## src/rtl/pipe_ctrl_if.sv

```systemverilog
`default_nettype none
// ============================================================================
//  Module      : pipe_ctrl_if
//  Description : Handshake bundle between the decode/execute/writeback stages
//                and the pipeline controller. The slave modport is the
//                controller's view; the master modport is the pipeline's view.
//  Revision    : 1.0 - initial release
// ============================================================================
interface pipe_ctrl_if;
    // Decode-stage instruction fields
    logic        id_valid_i;
    logic [4:0]  reg1_raddr_i;
    logic [4:0]  reg2_raddr_i;
    logic [4:0]  reg_waddr_i;
    // Execute-stage requests
    logic        ex_hold_i;
    logic        jump_i;
    logic [31:0] jump_addr_i;
    // Writeback port
    logic        wb_we_i;
    logic [4:0]  wb_waddr_i;
    // Pipeline register controls
    logic        hold_pc_o;
    logic        hold_if_id_o;
    logic        flush_if_id_o;
    logic        flush_id_ex_o;
    logic        pc_jump_o;
    logic [31:0] jump_addr_o;
    logic        issue_o;
    logic [31:0] stall_cnt_o;

    modport slave (
        input  id_valid_i, reg1_raddr_i, reg2_raddr_i, reg_waddr_i,
        input  ex_hold_i, jump_i, jump_addr_i, wb_we_i, wb_waddr_i,
        output hold_pc_o, hold_if_id_o, flush_if_id_o, flush_id_ex_o,
        output pc_jump_o, jump_addr_o, issue_o, stall_cnt_o
    );

    modport master (
        output id_valid_i, reg1_raddr_i, reg2_raddr_i, reg_waddr_i,
        output ex_hold_i, jump_i, jump_addr_i, wb_we_i, wb_waddr_i,
        input  hold_pc_o, hold_if_id_o, flush_if_id_o, flush_id_ex_o,
        input  pc_jump_o, jump_addr_o, issue_o, stall_cnt_o
    );
endinterface
`default_nettype wire

```

## src/rtl/pipe_ctrl.sv

```systemverilog
`default_nettype none
// ============================================================================
//  Module      : pipe_ctrl
//  Description : Pipeline controller for the nanosoc core. Sequences the PC,
//                IF/ID and ID/EX registers around decode: a 32-entry
//                scoreboard of pending writebacks stalls decode on RAW/WAW
//                hazards, EX hold requests freeze the front end, and taken
//                jumps flush IF/ID for FLUSH_CYCLES cycles.
//                Optional feature macro: PIPE_CTRL_FORWARD_EN - lets a
//                same-cycle writeback satisfy a hazard (regfile write-through).
//  Revision    : 1.0 - initial release
// ============================================================================
module pipe_ctrl #(
    parameter int FLUSH_CYCLES = 2
) (
    input  wire logic  clk,
    input  wire logic  rst,
    pipe_ctrl_if.slave bus
);

    // Counter only ever holds FLUSH_CYCLES-1 down to 0.
    localparam int c_CNT_W = (FLUSH_CYCLES > 1) ? $clog2(FLUSH_CYCLES) : 1;
    localparam logic [c_CNT_W-1:0] c_FLUSH_LOAD = c_CNT_W'(FLUSH_CYCLES - 1);

    typedef enum logic [1:0] {
        ST_RUN   = 2'd0,
        ST_HOLD  = 2'd1,
        ST_FLUSH = 2'd2
    } state_t;

    state_t             r_state;
    state_t             w_state_nxt;
    logic [c_CNT_W-1:0] r_cnt;
    logic [c_CNT_W-1:0] w_cnt_nxt;
    logic [31:0]        r_sb;
    logic [31:0]        w_sb_nxt;
    logic [31:0]        r_stall_cnt;

    logic w_rs1_busy, w_rs2_busy, w_rd_busy;
    logic w_rs1_fwd,  w_rs2_fwd,  w_rd_fwd;
    logic w_hazard;

    logic w_hold_pc;
    logic w_hold_if_id;
    logic w_flush_if_id;
    logic w_flush_id_ex;
    logic w_pc_jump;
    logic w_issue;

    // Register x0 never becomes busy, so a zero address never hazards.
    assign w_rs1_busy = (bus.reg1_raddr_i != 5'd0) && r_sb[bus.reg1_raddr_i];
    assign w_rs2_busy = (bus.reg2_raddr_i != 5'd0) && r_sb[bus.reg2_raddr_i];
    assign w_rd_busy  = (bus.reg_waddr_i  != 5'd0) && r_sb[bus.reg_waddr_i];

`ifdef PIPE_CTRL_FORWARD_EN
    // A writeback landing this cycle is visible through the regfile, so the
    // matching scoreboard entry no longer blocks decode.
    assign w_rs1_fwd = bus.wb_we_i && (bus.wb_waddr_i == bus.reg1_raddr_i);
    assign w_rs2_fwd = bus.wb_we_i && (bus.wb_waddr_i == bus.reg2_raddr_i);
    assign w_rd_fwd  = bus.wb_we_i && (bus.wb_waddr_i == bus.reg_waddr_i);
`else
    // Without write-through the scoreboard alone decides.
    assign w_rs1_fwd = 1'b0;
    assign w_rs2_fwd = 1'b0;
    assign w_rd_fwd  = 1'b0;
`endif

    assign w_hazard = (w_rs1_busy && !w_rs1_fwd)
                   || (w_rs2_busy && !w_rs2_fwd)
                   || (w_rd_busy  && !w_rd_fwd);

    // Next-state and output decode; priority is reset > jump > flush > hold > hazard.
    always_comb begin
        w_state_nxt   = r_state;
        w_cnt_nxt     = r_cnt;
        w_hold_pc     = 1'b0;
        w_hold_if_id  = 1'b0;
        w_flush_if_id = 1'b0;
        w_flush_id_ex = 1'b0;
        w_pc_jump     = 1'b0;
        w_issue       = 1'b0;

        if (rst) begin
            // Keep bubbles flowing while reset is held.
            w_flush_if_id = 1'b1;
            w_flush_id_ex = 1'b1;
            w_state_nxt   = ST_RUN;
            w_cnt_nxt     = '0;
        end else if (bus.jump_i) begin
            w_pc_jump     = 1'b1;
            w_flush_if_id = 1'b1;
            w_flush_id_ex = 1'b1;
            w_cnt_nxt     = c_FLUSH_LOAD;
            w_state_nxt   = (FLUSH_CYCLES > 1) ? ST_FLUSH : ST_RUN;
        end else if (r_state == ST_FLUSH) begin
            // Wrong-path fetches keep getting squashed; EX holds a bubble so
            // an EX hold request has nothing to protect here.
            w_flush_if_id = 1'b1;
            if (r_cnt <= c_CNT_W'(1)) begin
                w_cnt_nxt   = '0;
                w_state_nxt = ST_RUN;
            end else begin
                w_cnt_nxt   = r_cnt - c_CNT_W'(1);
            end
        end else if (bus.ex_hold_i) begin
            // EX keeps its own register; ID/EX is neither loaded nor flushed.
            w_hold_pc     = 1'b1;
            w_hold_if_id  = 1'b1;
            w_state_nxt   = ST_HOLD;
        end else if (bus.id_valid_i && w_hazard) begin
            // Freeze the front end and feed EX a bubble until the source retires.
            w_hold_pc     = 1'b1;
            w_hold_if_id  = 1'b1;
            w_flush_id_ex = 1'b1;
            w_state_nxt   = ST_RUN;
        end else begin
            w_issue       = bus.id_valid_i;
            w_state_nxt   = ST_RUN;
        end
    end

    // Per-register scoreboard update; an issue setting a bit beats a
    // writeback clearing the same bit in the same cycle.
    assign w_sb_nxt[0] = 1'b0;
    for (genvar gi = 1; gi < 32; gi++) begin : g_sb
        logic w_set;
        logic w_clr;
        assign w_set = w_issue && (bus.reg_waddr_i == 5'(gi));
        assign w_clr = bus.wb_we_i && (bus.wb_waddr_i == 5'(gi));
        assign w_sb_nxt[gi] = w_set || (r_sb[gi] && !w_clr);
    end

    // FSM state and flush counter register.
    always_ff @(posedge clk) begin
        if (rst) begin
            r_state <= ST_RUN;
            r_cnt   <= '0;
        end else begin
            r_state <= w_state_nxt;
            r_cnt   <= w_cnt_nxt;
        end
    end

    // Scoreboard register; reset forgets any outstanding writebacks.
    always_ff @(posedge clk) begin
        if (rst) begin
            r_sb <= '0;
        end else begin
            r_sb <= w_sb_nxt;
        end
    end

    // Saturating count of cycles in which the PC was held.
    always_ff @(posedge clk) begin
        if (rst) begin
            r_stall_cnt <= '0;
        end else if (w_hold_pc && (r_stall_cnt != 32'hFFFF_FFFF)) begin
            r_stall_cnt <= r_stall_cnt + 32'd1;
        end
    end

    assign bus.hold_pc_o     = w_hold_pc;
    assign bus.hold_if_id_o  = w_hold_if_id;
    assign bus.flush_if_id_o = w_flush_if_id;
    assign bus.flush_id_ex_o = w_flush_id_ex;
    assign bus.pc_jump_o     = w_pc_jump;
    assign bus.jump_addr_o   = bus.jump_addr_i;
    assign bus.issue_o       = w_issue;
    assign bus.stall_cnt_o   = r_stall_cnt;

endmodule
`default_nettype wire

```

## src/flat_wrapper.sv

```systemverilog
// flat-port wrapper written by rule: the top's interface ports become plain ports
module pipe_ctrl_flat 
#(
    parameter int FLUSH_CYCLES = 2
)
  (clk, rst, bus_id_valid_i, bus_reg1_raddr_i, bus_reg2_raddr_i, bus_reg_waddr_i, bus_ex_hold_i, bus_jump_i, bus_jump_addr_i, bus_wb_we_i, bus_wb_waddr_i, bus_hold_pc_o, bus_hold_if_id_o, bus_flush_if_id_o, bus_flush_id_ex_o, bus_pc_jump_o, bus_jump_addr_o, bus_issue_o, bus_stall_cnt_o);
  pipe_ctrl_if bus_i ();
  input  wire logic clk;
  input  wire logic rst;
  input wire logic [$bits(bus_i.id_valid_i)-1:0] bus_id_valid_i;
  input wire logic [$bits(bus_i.reg1_raddr_i)-1:0] bus_reg1_raddr_i;
  input wire logic [$bits(bus_i.reg2_raddr_i)-1:0] bus_reg2_raddr_i;
  input wire logic [$bits(bus_i.reg_waddr_i)-1:0] bus_reg_waddr_i;
  input wire logic [$bits(bus_i.ex_hold_i)-1:0] bus_ex_hold_i;
  input wire logic [$bits(bus_i.jump_i)-1:0] bus_jump_i;
  input wire logic [$bits(bus_i.jump_addr_i)-1:0] bus_jump_addr_i;
  input wire logic [$bits(bus_i.wb_we_i)-1:0] bus_wb_we_i;
  input wire logic [$bits(bus_i.wb_waddr_i)-1:0] bus_wb_waddr_i;
  output wire logic [$bits(bus_i.hold_pc_o)-1:0] bus_hold_pc_o;
  output wire logic [$bits(bus_i.hold_if_id_o)-1:0] bus_hold_if_id_o;
  output wire logic [$bits(bus_i.flush_if_id_o)-1:0] bus_flush_if_id_o;
  output wire logic [$bits(bus_i.flush_id_ex_o)-1:0] bus_flush_id_ex_o;
  output wire logic [$bits(bus_i.pc_jump_o)-1:0] bus_pc_jump_o;
  output wire logic [$bits(bus_i.jump_addr_o)-1:0] bus_jump_addr_o;
  output wire logic [$bits(bus_i.issue_o)-1:0] bus_issue_o;
  output wire logic [$bits(bus_i.stall_cnt_o)-1:0] bus_stall_cnt_o;
  assign bus_i.id_valid_i = bus_id_valid_i;
  assign bus_i.reg1_raddr_i = bus_reg1_raddr_i;
  assign bus_i.reg2_raddr_i = bus_reg2_raddr_i;
  assign bus_i.reg_waddr_i = bus_reg_waddr_i;
  assign bus_i.ex_hold_i = bus_ex_hold_i;
  assign bus_i.jump_i = bus_jump_i;
  assign bus_i.jump_addr_i = bus_jump_addr_i;
  assign bus_i.wb_we_i = bus_wb_we_i;
  assign bus_i.wb_waddr_i = bus_wb_waddr_i;
  assign bus_hold_pc_o = bus_i.hold_pc_o;
  assign bus_hold_if_id_o = bus_i.hold_if_id_o;
  assign bus_flush_if_id_o = bus_i.flush_if_id_o;
  assign bus_flush_id_ex_o = bus_i.flush_id_ex_o;
  assign bus_pc_jump_o = bus_i.pc_jump_o;
  assign bus_jump_addr_o = bus_i.jump_addr_o;
  assign bus_issue_o = bus_i.issue_o;
  assign bus_stall_cnt_o = bus_i.stall_cnt_o;
  pipe_ctrl #(.FLUSH_CYCLES(FLUSH_CYCLES)) u_core (.clk(clk), .rst(rst), .bus(bus_i));
endmodule
```

## config.mk

```make
export PLATFORM = sky130hd
export DESIGN_NAME = pipe_ctrl_flat
export DESIGN_NICKNAME = d
export VERILOG_FILES = /design/src/rtl/pipe_ctrl_if.sv /design/src/rtl/pipe_ctrl.sv /design/src/flat_wrapper.sv
export SDC_FILE = /design/constraint.sdc
export NUM_CORES = 1
export LEC_CHECK = 0
export BUFFER_PORTS_ARGS = -buffer_cell sky130_fd_sc_hd__buf_4
export CAP_MARGIN = 0
export CORE_MARGIN = 2
export CORE_UTILIZATION = 40
export DETAILED_ROUTE_END_ITERATION = 6
export GPL_TIMING_DRIVEN = 0
export SYNTH_ARGS = -nofsm -noshare
export SYNTH_HDL_FRONTEND = slang
export SYNTH_SLANG_ARGS = --single-unit
```

## constraint.sdc

```tcl
create_clock -name clk -period 5.12 [get_ports clk]
set_clock_uncertainty 0.1 [all_clocks]
set_input_delay 0.512 -clock clk [delete_from_list [all_inputs] [get_ports clk]]
set_output_delay 0.512 -clock clk [all_outputs]
set_load 0.005 [all_outputs]
```

==> metrics.txt, run 1 <==
WHS Path Cells 2; post_cts resized 0; Synth Warn # 0; vias per cell about 5.7; CTS Root Cell clkbuf_8; HP Start bus_jump_i; cell-internal power roughly 0.83 mW; Synth Area in Simple Gates about a quarter; Tightest Pin Transition between 0.6 and 0.7 ns; drt wl/cell 17.1 um; Net Sw Frac around 25%; FF-to-FF path depth 11; Final Hold Fails 0; largest net degree at the start of global routing 11; FMAX 307 MHz; Max clock buf depth 2; post-route clock period utilization a little under two thirds; Synth Instances 487; Seq cells post-synth between 60 and 70; Hold-fix buffers, CTS 0; Post-synth EDFFs 0; cell taking the most area after synthesis dfxtp_1; first-pass GRT wire length about 20,000 um; Starting DRT DRC Count around 240; Reg2Reg Capture Point u_core.bus.stall_cnt_o[1]; layout cells sized above 1 a little under a third; DRC 0; Post-Synthesis Cell Area between 0.004 and 0.005 sq mm; RD Place Congestion between 0.9 and 1; total CTS buffers 9; antenna viol nets, final 0; TritonCTS Sinks between 60 and 70; Seq pwr share ~46%; Final min period ~3.3 ns; Nets approximately 650; row cnt 37; die height about 110 um; Starting Density between 40 and 50%; GRT Util Overall between 20% and 30%; register area share after synthesis a little under a third; CTS tree built; Worst Hold Class in -> reg; Synth area leaders dfxtp_1 (31%), buf_4 (5.8%), mux4_2 (5.8%), nand3_1 (3.8%), o21ai_0 (3.8%); Gate power share 14.7%; Worst R2R Setup Slack around 2.3 ns; Yosys top cell area share 30.6%; RR Startpoint u_core.bus.stall_cnt_o[9]; dominant combinational cell family by area after synthesis simple AND/OR/NAND/NOR gates; Final Power roughly 1.1 mW; WP buf/inv 5; Die Wd ~110 um; Arr. time, crit path 2.65 ns; commonest cells in the netlist dfxtp_1 (65), nand2_1 (35), buf_4 (33); switching pwr approximately 0.28 mW; Worst-path clk slew roughly 0.060 ns; worst slack, placed approximately 1.9 ns; kind of critical path in -> out; Clk pwr share 39.7%; Netlist cell types 61; gr ovfl total 0; Compound-Gate Fraction of Synth Area about a fifth; xor-xnor portion of the synthesized cell area 0.824%; vias in the first global route 3,975; asr flop ratio synth 0%; die area roughly 0.011 sq mm; hold endpoint u_core.r_state[1]; RSZ-0062 raised after global routing no; top-count cell post-synth dfxtp_1; Vias between 4,000 and 5,000; delay-heaviest family, CP buffers and inverters; Setup WS post-layout ~1.9 ns; Finish-stage setup viols 0; Setup crit end kind output port; CP max-delay cell or2_2; Peak supply drop about 0.15 mV; # diodes 0; CP max FO 10; Syn Nets 546; initial antenna violation count 0; IO Port Bufs 89; Area Overhead vs Synth 24.3%; pwr/cell area between 200 and 250 mW/mm^2; Slew Viols, Final 0; Fin Setup TNS 0 ns; Critical Path RT approximately 4.5 ns; Slew headroom about three fifths; Clock Latency Late Sink between 0.3 and 0.4 ns; setup bufs post-CTS 0; commonest register cell after synthesis dfxtp_1; HPWL after DPL 9730 um; mux cell area share after synthesis 13.2%; num ports about 130; CP peak stage delay approximately 0.33 ns; cells along the critical path buf_6 > buf_6 > buf_2 > mux2i_1 > o22ai_1 > o21ai_0 > o221a_4 > a31oi_4 > or2_2 > buf_4 > buf_4; H-tree depth 3; outcome finished, final reports clean; # Max-Cap Violations 0; Adder-Cell Fraction of Synth Area less than 1%; Fillers 966; Leakage 1.99 nW; CP Launch Type primary input; Core ar. 0.0103 sq mm; drt pass-1 iters 4; WL final between 10,000 and 15,000 um; syn avg cell area about 8.7 sq um
layout by cell type (no fill, tap or decap), drive strengths merged, types with 2 or more instances in the layout:
| cell type | count |
|---|---|
| mux4 | 13 |
| nor4 | 7 |
| or4 | 6 |
| nand2b | 10 |
| a211oi | 5 |
| nand4b | 5 |
| xnor2 | 2 |
| o21ai | 37 |
| inv | 15 |
| nor3b | 3 |
| o211ai | 17 |
| and4 | 2 |
| nand2 | 35 |
| mux2i | 15 |
| o22ai | 3 |
| o311ai | 6 |
| or3 | 18 |
| nand3 | 33 |
| nor2 | 21 |
| and3 | 5 |
| xor2 | 2 |
| o41ai | 5 |
| nand3b | 3 |
| nor2b | 11 |
| a31oi | 2 |
| clkbuf | 28 |
| a311o | 3 |
| nand4 | 6 |
| clkinv | 2 |
| nor3 | 8 |
| dfxtp | 65 |
| a21oi | 21 |
| or2 | 2 |
| and2 | 5 |
| buf | 134 |
| o31ai | 18 |
| mux2 | 10 |
state kept, by name, indices dropped and copies added (netlist names):
name / flops
u_core.bus.stall_cnt_o: 32
u_core.r_sb: 31
u_core.r_state: 2
worst max path at each step:
| stage | from | to | slack [ns] | cells past startpoint |
|---|---|---|---|---|
| floorplan | bus_reg1_raddr_i[0] | bus_hold_pc_o | 2.23 | 8 |
| global placement | bus_reg_waddr_i[0] | bus_hold_pc_o | 1.92 | 11 |
| detailed placement | bus_reg_waddr_i[0] | bus_hold_pc_o | 1.89 | 11 |
| CTS | bus_reg_waddr_i[0] | bus_hold_pc_o | 1.89 | 11 |
| global route | bus_reg_waddr_i[0] | bus_hold_pc_o | 1.76 | 11 |
| finish | bus_reg_waddr_i[0] | bus_hold_pc_o | 1.86 | 11 |
stage by stage:
step / utilization (%) / instances / hold slack [ns] / cell area (sq um)
global placement: 49.3 / 712 / 0.382 / 5090
finish: 51.2 / 727 / 0.324 / 5290
global route: 51.2 / 727 / 0.335 / 5290
CTS: 51.2 / 727 / 0.313 / 5290
floorplan: - / 487 / 0.370 / 4250
detailed placement: 49.3 / 712 / 0.391 / 5090
power by group through the flow:
stage | registers [mW] | logic, mW | clock network [mW]
global route | 0.509 | 0.177 | 0.469
global placement | 0.521 | 0.163 | 0
floorplan | 0.520 | 0.0959 | 0
detailed placement | 0.521 | 0.164 | 0
CTS | 0.509 | 0.165 | 0.450
finish | 0.509 | 0.165 | 0.443
cell families after synthesis:
logic type,after synthesis
flip-flops,65
buffers and inverters,76
AO/OA/AOI/OAI,122
XOR/XNOR,4
adder cells (fa/ha/maj),1
AND/OR/NAND/NOR,181
multiplexers,38
per-layer routing:
layer	routed length, um	track usage [%]	vias up
li1	-	-	2009
met1	5490	28.0	1992
met2	5910	36.5	158
met3	824	3.95	19
met4	193	8.07	0
met5	0	0	-
cell type report:
type	count	area [sq um]	area share (%)
multi-input combinational	346	2480	47.0
timing repair buffer	89	668	12.6
tap	136	170	3.22
clock buffer	12	155	2.93
inverter	15	56.3	1.07
clock inverter	3	40.0	0.757
sequential	65	1300	24.6
buffer	61	412	7.79
No activity file was read; power rests on OpenSTA's default activity.
==> inputs of run 2 (changes only) <==
ABC_AREA = 1   (was unset)
clock period = 3 ns   (was 5.12 ns; I/O delays follow)
==> metrics.txt, run 2 <==
post_cts resized 0; num ports 128; RSZ-0062 raised after global routing no; Yosys top cell area share 26.6%; Hold Slack about 0.088 ns; most common cell after layout, fill and taps aside nand2_1; layout cells sized above 1 about a fifth; Starting Density between 40% and 50%; gr ovfl total 0; Reg2Reg Capture Point u_core.bus.stall_cnt_o[24]; Synth Instances a little over 800; Layout Cells excl Fill approximately 1,100; asr flop ratio synth 0%; Hold-fix buffers, CTS 0; Crit path top cell by count nand2_1; outcome finished, final reports clean; antenna viol nets, final 0; Post-Synthesis Cell Area roughly 0.0049 sq mm; Starting DRT DRC Count approximately 500; vias in the first global route roughly 5,400; setup bufs post-CTS 0; Max clock buf depth 2; WP buf/inv 5; Leakage between 2 and 3 nW; worst slack, placed approximately 0.31 ns; commonest cells in the netlist nand2_1 (260), nand3_1 (94), a21oi_1 (75); FMAX 364 MHz; row cnt 40; most frequent cells in the layout nand2_1 (260), buf_4 (131), nand3_1 (94); CTS tree built; syn avg cell area roughly 6.0 sq um; critical path endpoint bus_hold_pc_o; RD Place Congestion 0.963; FF-to-FF path depth 11; multi-input logic area roughly 0.0029 sq mm; HPWL after DPL 14,100 um; Post-synth EDFFs 0; register area between 0.001 and 0.0015 sq mm; Worst R2R Setup Slack 0.43 ns; kind of critical path reg -> out; Syn Nets 880; Arr. time, crit path about 2.4 ns; Nets 985; placed instance count ~1,100; Tightest Pin Transition between 0.6 and 0.7 ns; total CTS buffers 9; die height 115 um; Slew headroom between 50% and 60%; Worst-path clk slew about 0.06 ns; pwr/cell area between 300 and 400 mW/mm^2; top-count cell post-synth nand2_1; Critical Path RT 2.60 ns; Worst Hold Class in -> reg; Slew Viols, Final 0; CP max-delay cell dfxtp_1; Seq cells post-synth 65; Fin Setup TNS 0 ns; Area Overhead vs Synth 24.4%; register area share after synthesis between 20% and 30%; Finish-stage setup viols 0; CP Depth 17; Die Wd around 110 um; RR Startpoint u_core.bus.stall_cnt_o[0]; Peak supply drop roughly 0.3 mV; Synth Warn # 0; TritonCTS Sinks 65; WL final 17,600 um; H-tree depth 3; CP Launch Type register; Placed Area slightly below 0.006 sq mm; delay-heaviest family, CP simple AND/OR/NAND/NOR gates; Core ar. between 0.01 and 0.015 sq mm; crit path from u_core.r_sb[3]; number of flip-flops under the largest register name 32; commonest register cell after synthesis dfxtp_1; die area roughly 0.013 sq mm; Vias just under 6,000; Netlist cell types 29; CTS Root Cell clkbuf_16; initial antenna violation count 0; cell taking the most area after synthesis dfxtp_1; Clock Latency Late Sink ~0.34 ns; Setup crit end kind output port; vias per cell between 5 and 6; Final min period 2.75 ns; IO Port Bufs between 90 and 100; drt wl/cell between 15 and 20 um; Fillers ~1,300; Setup WS post-layout 0.254 ns; post-route cell area slightly above 0.006 sq mm; cells along the critical path inv_1 > nand2_1 > nand3_1 > nand2_1 > nand2_1 > nand2_1 > inv_1 > nand2_1 > nand2_1 > nand2_1 > nor2_1 > nand2_2 > nand3_2 > nand2_4 > buf_4 > buf_4 > buf_4; CP max FO 11; post-route clock period utilization roughly 90%; drt pass-1 iters 5; largest net degree at the start of global routing 14; # diodes 0; DRC 0; CP peak stage delay around 0.38 ns; Synth area leaders dfxtp_1 (27%), nand2_1 (20%), nand3_1 (9.6%), a21oi_1 (7.7%), buf_4 (5.7%); # Max-Cap Violations 0; Final Hold Fails 0; first-pass GRT wire length around 27,000 um; GRT Util Overall a little over a quarter
-- run 2: metal layers --
metal	GRT usage, %	wire [um]
met1	37.5	7830
met2	42.1	7770
met3	3.71	1440
met4	11.4	524
met5	0	0
-- run 2: worst register-to-register path: stages, from the launching register on --
cell	delay, ns
dfxtp_1	0.47
ha_1	0.34
nand3_4	0.14
nor2_4	0.18
nand3_2	0.14
nor2_1	0.12
nand2_1	0.07
nor4_2	0.14
nand2_1	0.19
clkbuf_1	0.29
nand3_1	0.17
a21oi_1	0.08
-- run 2: power by group --
| part | switching (mW) | internal [mW] | leakage (nW) |
|---|---|---|---|
| clock | 0.426 | 0.651 | 0.147 |
| combinational | 0.204 | 0.135 | 1.92 |
| sequential | 0.00359 | 0.866 | 0.524 |
| total | 0.633 | 1.65 | 2.60 |
-- run 2: how the worst min path moves through the flow --
stage                                from                          to  slack [ns]  cells after the start
2_1_floorplan               bus_ex_hold_i           u_core.r_state[0]        0.32                      2
3_3_place_gp   u_core.bus.stall_cnt_o[31]  u_core.bus.stall_cnt_o[31]        0.37                      2
3_5_place_dp              u_core.r_sb[30]             u_core.r_sb[30]        0.38                      2
4_1_cts                        bus_jump_i           u_core.r_state[1]        0.08                      3
5_1_grt                        bus_jump_i           u_core.r_state[1]        0.11                      3
6_report                       bus_jump_i           u_core.r_state[1]        0.09                      3
-- run 2: final cells by class --
| type | instances | share of cell area [%] |
|---|---|---|
| Tap cell | 147 | 3.03 |
| Sequential cell | 65 | 21.4 |
| Multi-Input combinational cell | 619 | 47.6 |
| Clock buffer | 9 | 3.71 |
| Buffer | 69 | 7.23 |
| Inverter | 68 | 4.20 |
| Clock inverter | 7 | 1.28 |
| Timing Repair Buffer | 94 | 11.6 |
-- run 2: through the flow --
stage / util, % / power [mW]
2_1_floorplan: - / 1.08
3_3_place_gp: 48.3 / 1.22
4_1_cts: 50.8 / 2.31
5_1_grt: 50.8 / 2.37
3_5_place_dp: 48.3 / 1.22
6_report: 50.8 / 2.29
-- run 2: cell families after synthesis --
logic type | synth area share [%]
buffers and inverters | 14.2
adders and majority gates | 0.256
DFF | 26.6
xor gates and xnor gates | 5.38
and+or+nand+nor | 41.7
AOI/OAI and AO/OA | 11.8
